File: src/rtl/a2d_spi_serf.sv
// rtl/a2d_spi_serf.sv - SPI responder modelling the far-end A2D converter
module a2d_spi_serf #(
    parameter logic [2:0] RST_CHNL   = 3'b000,
    parameter int         FRAME_BITS = 16
) (
    input  logic        clk,
    input  logic        rst_n,
    input  logic        SS_n,
    input  logic        SCLK,
    input  logic        MOSI,
    output logic        MISO,
    input  logic [11:0] ana_data,
    output logic [2:0]  chnl,
    output logic        cmd_vld,
    output logic        err
);

    typedef enum logic {IDLE, SHIFT} state_t;

    localparam logic [4:0] FRAME_CNT = 5'(FRAME_BITS);

    state_t      state, nxt_state;
    logic        ss_ff1, ss_ff2, ss_ff3;
    logic        sclk_ff1, sclk_ff2, sclk_ff3;
    logic        mosi_ff1, mosi_ff2, mosi_ff3;
    logic [15:0] tx_sr;
    logic [13:0] rx_sr;
    logic [4:0]  bit_cnt;
    logic        ss_fall, ss_rise, sclk_rise, sclk_fall;

    // Only rx bits [13:11] are ever used, so the upper two bits are not kept
    always_ff @(posedge clk or negedge rst_n) begin
        if (!rst_n) begin
            {ss_ff3, ss_ff2, ss_ff1}       <= 3'b111;
            {sclk_ff3, sclk_ff2, sclk_ff1} <= 3'b111;
            {mosi_ff3, mosi_ff2, mosi_ff1} <= 3'b000;
        end else begin
            {ss_ff3, ss_ff2, ss_ff1}       <= {ss_ff2, ss_ff1, SS_n};
            {sclk_ff3, sclk_ff2, sclk_ff1} <= {sclk_ff2, sclk_ff1, SCLK};
            {mosi_ff3, mosi_ff2, mosi_ff1} <= {mosi_ff2, mosi_ff1, MOSI};
        end
    end

    assign ss_fall   =  ss_ff3   & ~ss_ff2;
    assign ss_rise   = ~ss_ff3   &  ss_ff2;
    assign sclk_rise = ~sclk_ff3 &  sclk_ff2;
    assign sclk_fall =  sclk_ff3 & ~sclk_ff2;

    always_ff @(posedge clk or negedge rst_n) begin
        if (!rst_n) state <= IDLE;
        else        state <= nxt_state;
    end

    always_comb begin
        nxt_state = state;
        case (state)
            IDLE:    if (ss_fall) nxt_state = SHIFT;
            SHIFT:   if (ss_rise) nxt_state = IDLE;
            default: nxt_state = IDLE;
        endcase
    end

    always_ff @(posedge clk or negedge rst_n) begin
        if (!rst_n) begin
            tx_sr   <= '0;
            rx_sr   <= '0;
            bit_cnt <= '0;
            chnl    <= RST_CHNL;
            cmd_vld <= 1'b0;
            err     <= 1'b0;
        end else begin
            cmd_vld <= 1'b0;
            err     <= 1'b0;
            if (state == IDLE) begin
                if (ss_fall) begin
                    tx_sr   <= {4'h0, ana_data};
                    rx_sr   <= '0;
                    bit_cnt <= '0;
                end
            end else if (ss_rise) begin
                // Frame end takes priority; a coincident SCLK edge is dropped
                if (bit_cnt == FRAME_CNT) begin
                    chnl    <= rx_sr[13:11];
                    cmd_vld <= 1'b1;
                end else begin
                    err     <= 1'b1;
                end
            end else begin
                if (sclk_rise) begin
                    rx_sr <= {rx_sr[12:0], mosi_ff3};
                    if (bit_cnt != 5'd31) bit_cnt <= bit_cnt + 5'd1;
                end
                if (sclk_fall && bit_cnt != 5'd0) tx_sr <= {tx_sr[14:0], 1'b0};
            end
        end
    end

    assign MISO = (state == SHIFT) & tx_sr[15];

endmodule
File: config.mk
export PLATFORM = sky130hd
export DESIGN_NAME = a2d_spi_serf
export DESIGN_NICKNAME = d
export VERILOG_FILES = /design/src/rtl/a2d_spi_serf.sv
export SDC_FILE = /design/constraint.sdc
export NUM_CORES = 1
export LEC_CHECK = 0
export ABC_AREA = 1
export BUFFER_PORTS_ARGS = -buffer_cell sky130_fd_sc_hd__buf_2
export CORE_MARGIN = 4
export CORE_UTILIZATION = 57
export DETAILED_ROUTE_END_ITERATION = 8
export PLACE_DENSITY = 0.78
export SYNTH_ARGS = -nofsm -noshare
export SYNTH_HDL_FRONTEND = slang
export SYNTH_SLANG_ARGS = --single-unit
export TNS_END_PERCENT = 100
File: constraint.sdc
create_clock -name clk -period 1.9 [get_ports clk]
set_input_delay 0.475 -clock clk [delete_from_list [all_inputs] [get_ports clk]]
set_output_delay 0.475 -clock clk [all_outputs]
set_load 0.02 [all_outputs]
== Word-level counts from Yosys, hierarchy flattened ==
Index checks and enable logic that the tools add are counted.
Word-level totals
  register bits: 50
  output and inout port bits: 6
  logic and storage cells: 62
Operators by class
  $add $sub $neg: 1
  equal/unequal tests: 6
  multiplexer cells: 22
  bitwise gates (word level): 10
  reduce and logical (&&, ||, !) cells: 7
Operator list (number)
  $mux 16: 4
  $mux 14: 4
  $mux 5: 5
  $reduce_and 3->1: 3
  $mux 1: 8
  $ne 2x1->1 const B: 3
  $add 5x1->5 const B: 1
  $and 1x1->1: 5
  $eq 5x5->1 const B: 1
  $ne 5x5->1 const B: 1
  $not 1->1: 5
  $reduce_bool 5->1: 1
  $reduce_and 4->1: 1
  $ne 2x2->1 const B: 1
  $pmux 1 s2: 1
  $reduce_bool 2->1: 1
  $logic_and 1x1->1: 1

== Depth between registers and ports, before layout ==
  depth in word-level cells: 6
  mapped depth: 10
  depth with buffers taken out: 10

== Worst setup path after synthesis ==
No wires, ideal clock.
  path kind: reg2out
  start point: register state
  end point: output port MISO
  arrival: 1.038 ns
  slack: 0.387 ns
  cell stages (with the launch flop): 5
  cell sequence: dfrtp_1 > buf_2 > buf_1 > nand2_1 > inv_1
Between the ends
  longest elaborated chain between the ends: 1
Ends and longest elaborated chain
  from (decl): RTL line 22  | state_t state, nxt_state;
  from (signal assigned): RTL line 51  | else state <= nxt_state;
  $and 1x1->1: RTL line 98  | assign MISO = (state == SHIFT) & tx_sr[15];
  to (decl): RTL line 11  | output logic MISO,
No other way between the ends.

== Worst setup path after layout ==
  start point: register bit_cnt[0]
  end point: register bit_cnt[4]
Between the ends
  longest elaborated chain between the ends: 5
  elaborated cells on any way between the ends: 8
  classes of those cells: add/sub: 1; eq/ne: 2; mux: 4; reduce/logical: 1
Ends and longest elaborated chain
  from (decl): RTL line 28  | logic [4:0] bit_cnt;
  from (signal assigned): RTL line 91  | if (bit_cnt != 5'd31) bit_cnt <= bit_cnt + 5'd1;
  $add 5x1->5: RTL line 91
  $mux 5: RTL line 91
  $mux 5: RTL line 89  | if (sclk_rise) begin
  $mux 5: RTL line 80  | end else if (ss_rise) begin
  $mux 5: RTL line 74  | if (state == IDLE) begin
Several ways; a longest one is shown, not always the timed one. The select of a mux whose other input is x is not followed.
A chain may end at the register's enable or synchronous reset.

==> impl_metrics.csv <==
group,metric,value,unit
final_layout,final_common_cell,"nand2_1",
grt,grt_use_met3,4.46,%
setup_path,crit_path_start_kind,"register",
drt,totalWireLength,3980,um
floorplanning,die_area,0.00490,mm2
logic_synthesis,syn_area_per_cell,8.39,um2
setup_path,crit_type,"reg -> reg",
sta,max_freq,568,MHz
cts,clockRootBuffer,"clkbuf_8",
power,p_total,0.00281,W
worst_hold_path,hold_path_class,"in -> async",
cts,cts_resized,0,
setup_path,path_max_fanout,7,
final_layout,diodes,0,
setup_path,r2r_start,"bit_cnt[0]$_DFFE_PN0P_",
setup_path,worstRegToRegCells,10,
run,cap_violations,0,
grt,grt_max_degree,31,
placed_design,io_buffers,22,
final_layout,final_cell_mix,"nand2_1 (126), dfrtp_1 (44), nand3_1 (36)",
placed_design,gp_congestion,0.852,
logic_synthesis,netlist_area,0.00219,mm2
placed_design,hpwl,2740,um
cts,numCtsBuffers,5,
power,p_leak,1.41,nW
setup_path,required,2090,ps
logic_synthesis,yosysWarnings,0,
grt,grt_use_met2,28.8,%
drt,wire_per_inst,11.9,um
drt,via_per_inst,5.06,
cts,hold_buffers,0,
sta,finalCritPeriodShare,92.7,%
final_layout,drive_gt1_share,17.4,%
cts,clk_latency,300,ps
grt,antenna_found_initial,0,
drt,drt_first_pass_iters,4,
logic_synthesis,synth_cells,261,
floorplanning,io_pins,23,
floorplanning,die-width,70.0,um
sta,fin_setup_tns,0,ps
sta,finalHoldViolCount,0,
drt,detail_route.drc_violations,0,
cts,htreeDepth,2,
drt,ant_nets,0,
final_layout,syn_to_final_growth,11.3,%
sta,setup-violations-final,0,
setup_path,rrSetupSlack,140,ps
floorplanning,die_h,70.0,um
logic_synthesis,ys_ff_latch,50,
final_layout,final_nets,306,
drt,vias,1695,
grt,grt_pass1_wl,7170,um
floorplanning,initial_core_util,59.4,%
grt,grt.busiest_layer,"met2",
floorplanning,rows,22,
sta,clock_skew,11.3,ps
cts,cts_max_path_buffers,2,
cts,postCtsSetupBuffers,0,
grt,gr-total-overflow,0,
power,vdd_drop_max,0.729,mV
logic_synthesis,yosysUniqueCellTypes,23,
setup_path,critPathArrivalTime,1950,ps
grt,first_global_vias,1629,
outcome,status,"completed",
floorplanning,coreArea,0.00369,mm2
cts,numClockSinks,50,
setup_path,r2r-end,"bit_cnt[4]$_DFFE_PN0P_",
drt,drt-initial-drc-count,129,
logic_synthesis,syn-num-nets,281,
sta,rsz0062_at_grt,"false",
logic_synthesis,synth-seq-area-share,57.5,%
grt,grt_usage,18.3,%
grt,grt.met1_usage,24.1,%
power,power.density,1150,mW/mm2
sta,tightest_slew,482,ps
cts,cts_tree,"done",
sta,report.final.slew_viol_count,0,
sta,max_slew_margin,67.9,%
setup_path,crit_path_end_kind,"register",
cts,path_clk_slew,90,ps
sta,fin_crit,1760,ps
layout make-up:
type	count	area (um2)
clock inverter	1	7.51
inverter	17	66.3
timing repair buffer	28	168
clock buffer	7	76.3
fill	341	1250
sequential	50	1260
multi-input combinational	184	800
tap	48	60.1
state kept, by name, summed over array words and instances (netlist names), 3 cells and up:
register,flops
chnl,3
bit_cnt,5
tx_sr,16
rx_sr,14
Yosys cell counts (all sizes together):
cell type  instances  area (um2)
nand2            129         497
dfrtp             44        1100
clkbuf             1        3.75
dfstp              6         158
o21ai              4        20.0
buf                9        61.3
inv               17        66.3
nand4              1        6.26
ha                 3        37.5
nor3b              1        7.51
nand3             36         180
nor2               9        43.8
nand3b             1        7.51
per-stage QoR:
step / worst slack (ps) / hold slack, ps / area (um2) / utilization [%] / cells
finish: 138 / 121 / 2440 / 66.0 / 335
global route: 0.438 / 151 / 2440 / 66.0 / 335
global placement: 337 / 334 / 2350 / 63.8 / 327
detailed placement: 215 / 340 / 2350 / 63.8 / 327
CTS: 149 / 134 / 2440 / 66.0 / 335
floorplan: 387 / 179 / 2190 / - / 261
where the power goes:
group / internal (W) / leakage (nW) / switching, W / total (W)
combinational: 0.000271 / 0.722 / 0.000480 / 0.000751
clock: 0.000261 / 0.0385 / 0.000334 / 0.000595
sequential: 0.00130 / 0.647 / 0.000163 / 0.00147
worst max-delay path, cell delays in order, from the launching register on:
cell,delay (ps)
dfrtp_1,440
ha_1,240
nand2_1,80
nor2_1,50
ha_1,170
nand2_1,70
nand2_1,70
nor2_2,270
inv_2,110
nand2_1,90
nand2_1,60
kinds of logic (layout without fill, tap and decap cells):
group           count (synthesis)  in the layout  share of synthesized area, %
simple gates                  177            177                          33.9
fa+ha+maj                       3              3                          1.71
flops                          50             50                          57.5
buf+inv                        27             53                          6.00
compound gates                  4              4                         0.914
worst max path at each step:
stage,start,endpoint,slack (ps),cells after the start
floorplan,state$_DFF_PN0_,MISO,390,4
global placement,bit_cnt[0]$_DFFE_PN0P_,bit_cnt[1]$_DFFE_PN0P_,340,10
finish,bit_cnt[0]$_DFFE_PN0P_,bit_cnt[4]$_DFFE_PN0P_,140,10
detailed placement,bit_cnt[0]$_DFFE_PN0P_,bit_cnt[4]$_DFFE_PN0P_,210,10
CTS,bit_cnt[0]$_DFFE_PN0P_,bit_cnt[4]$_DFFE_PN0P_,150,10
global route,bit_cnt[0]$_DFFE_PN0P_,bit_cnt[4]$_DFFE_PN0P_,0.4,10
metal layers:
metal	vias to the layer above	wire, um
met1	794	1820
li1	857	-
met3	7	181
met4	0	79
met2	37	1890
met5	-	0
(Power assumes the default switching activity.)
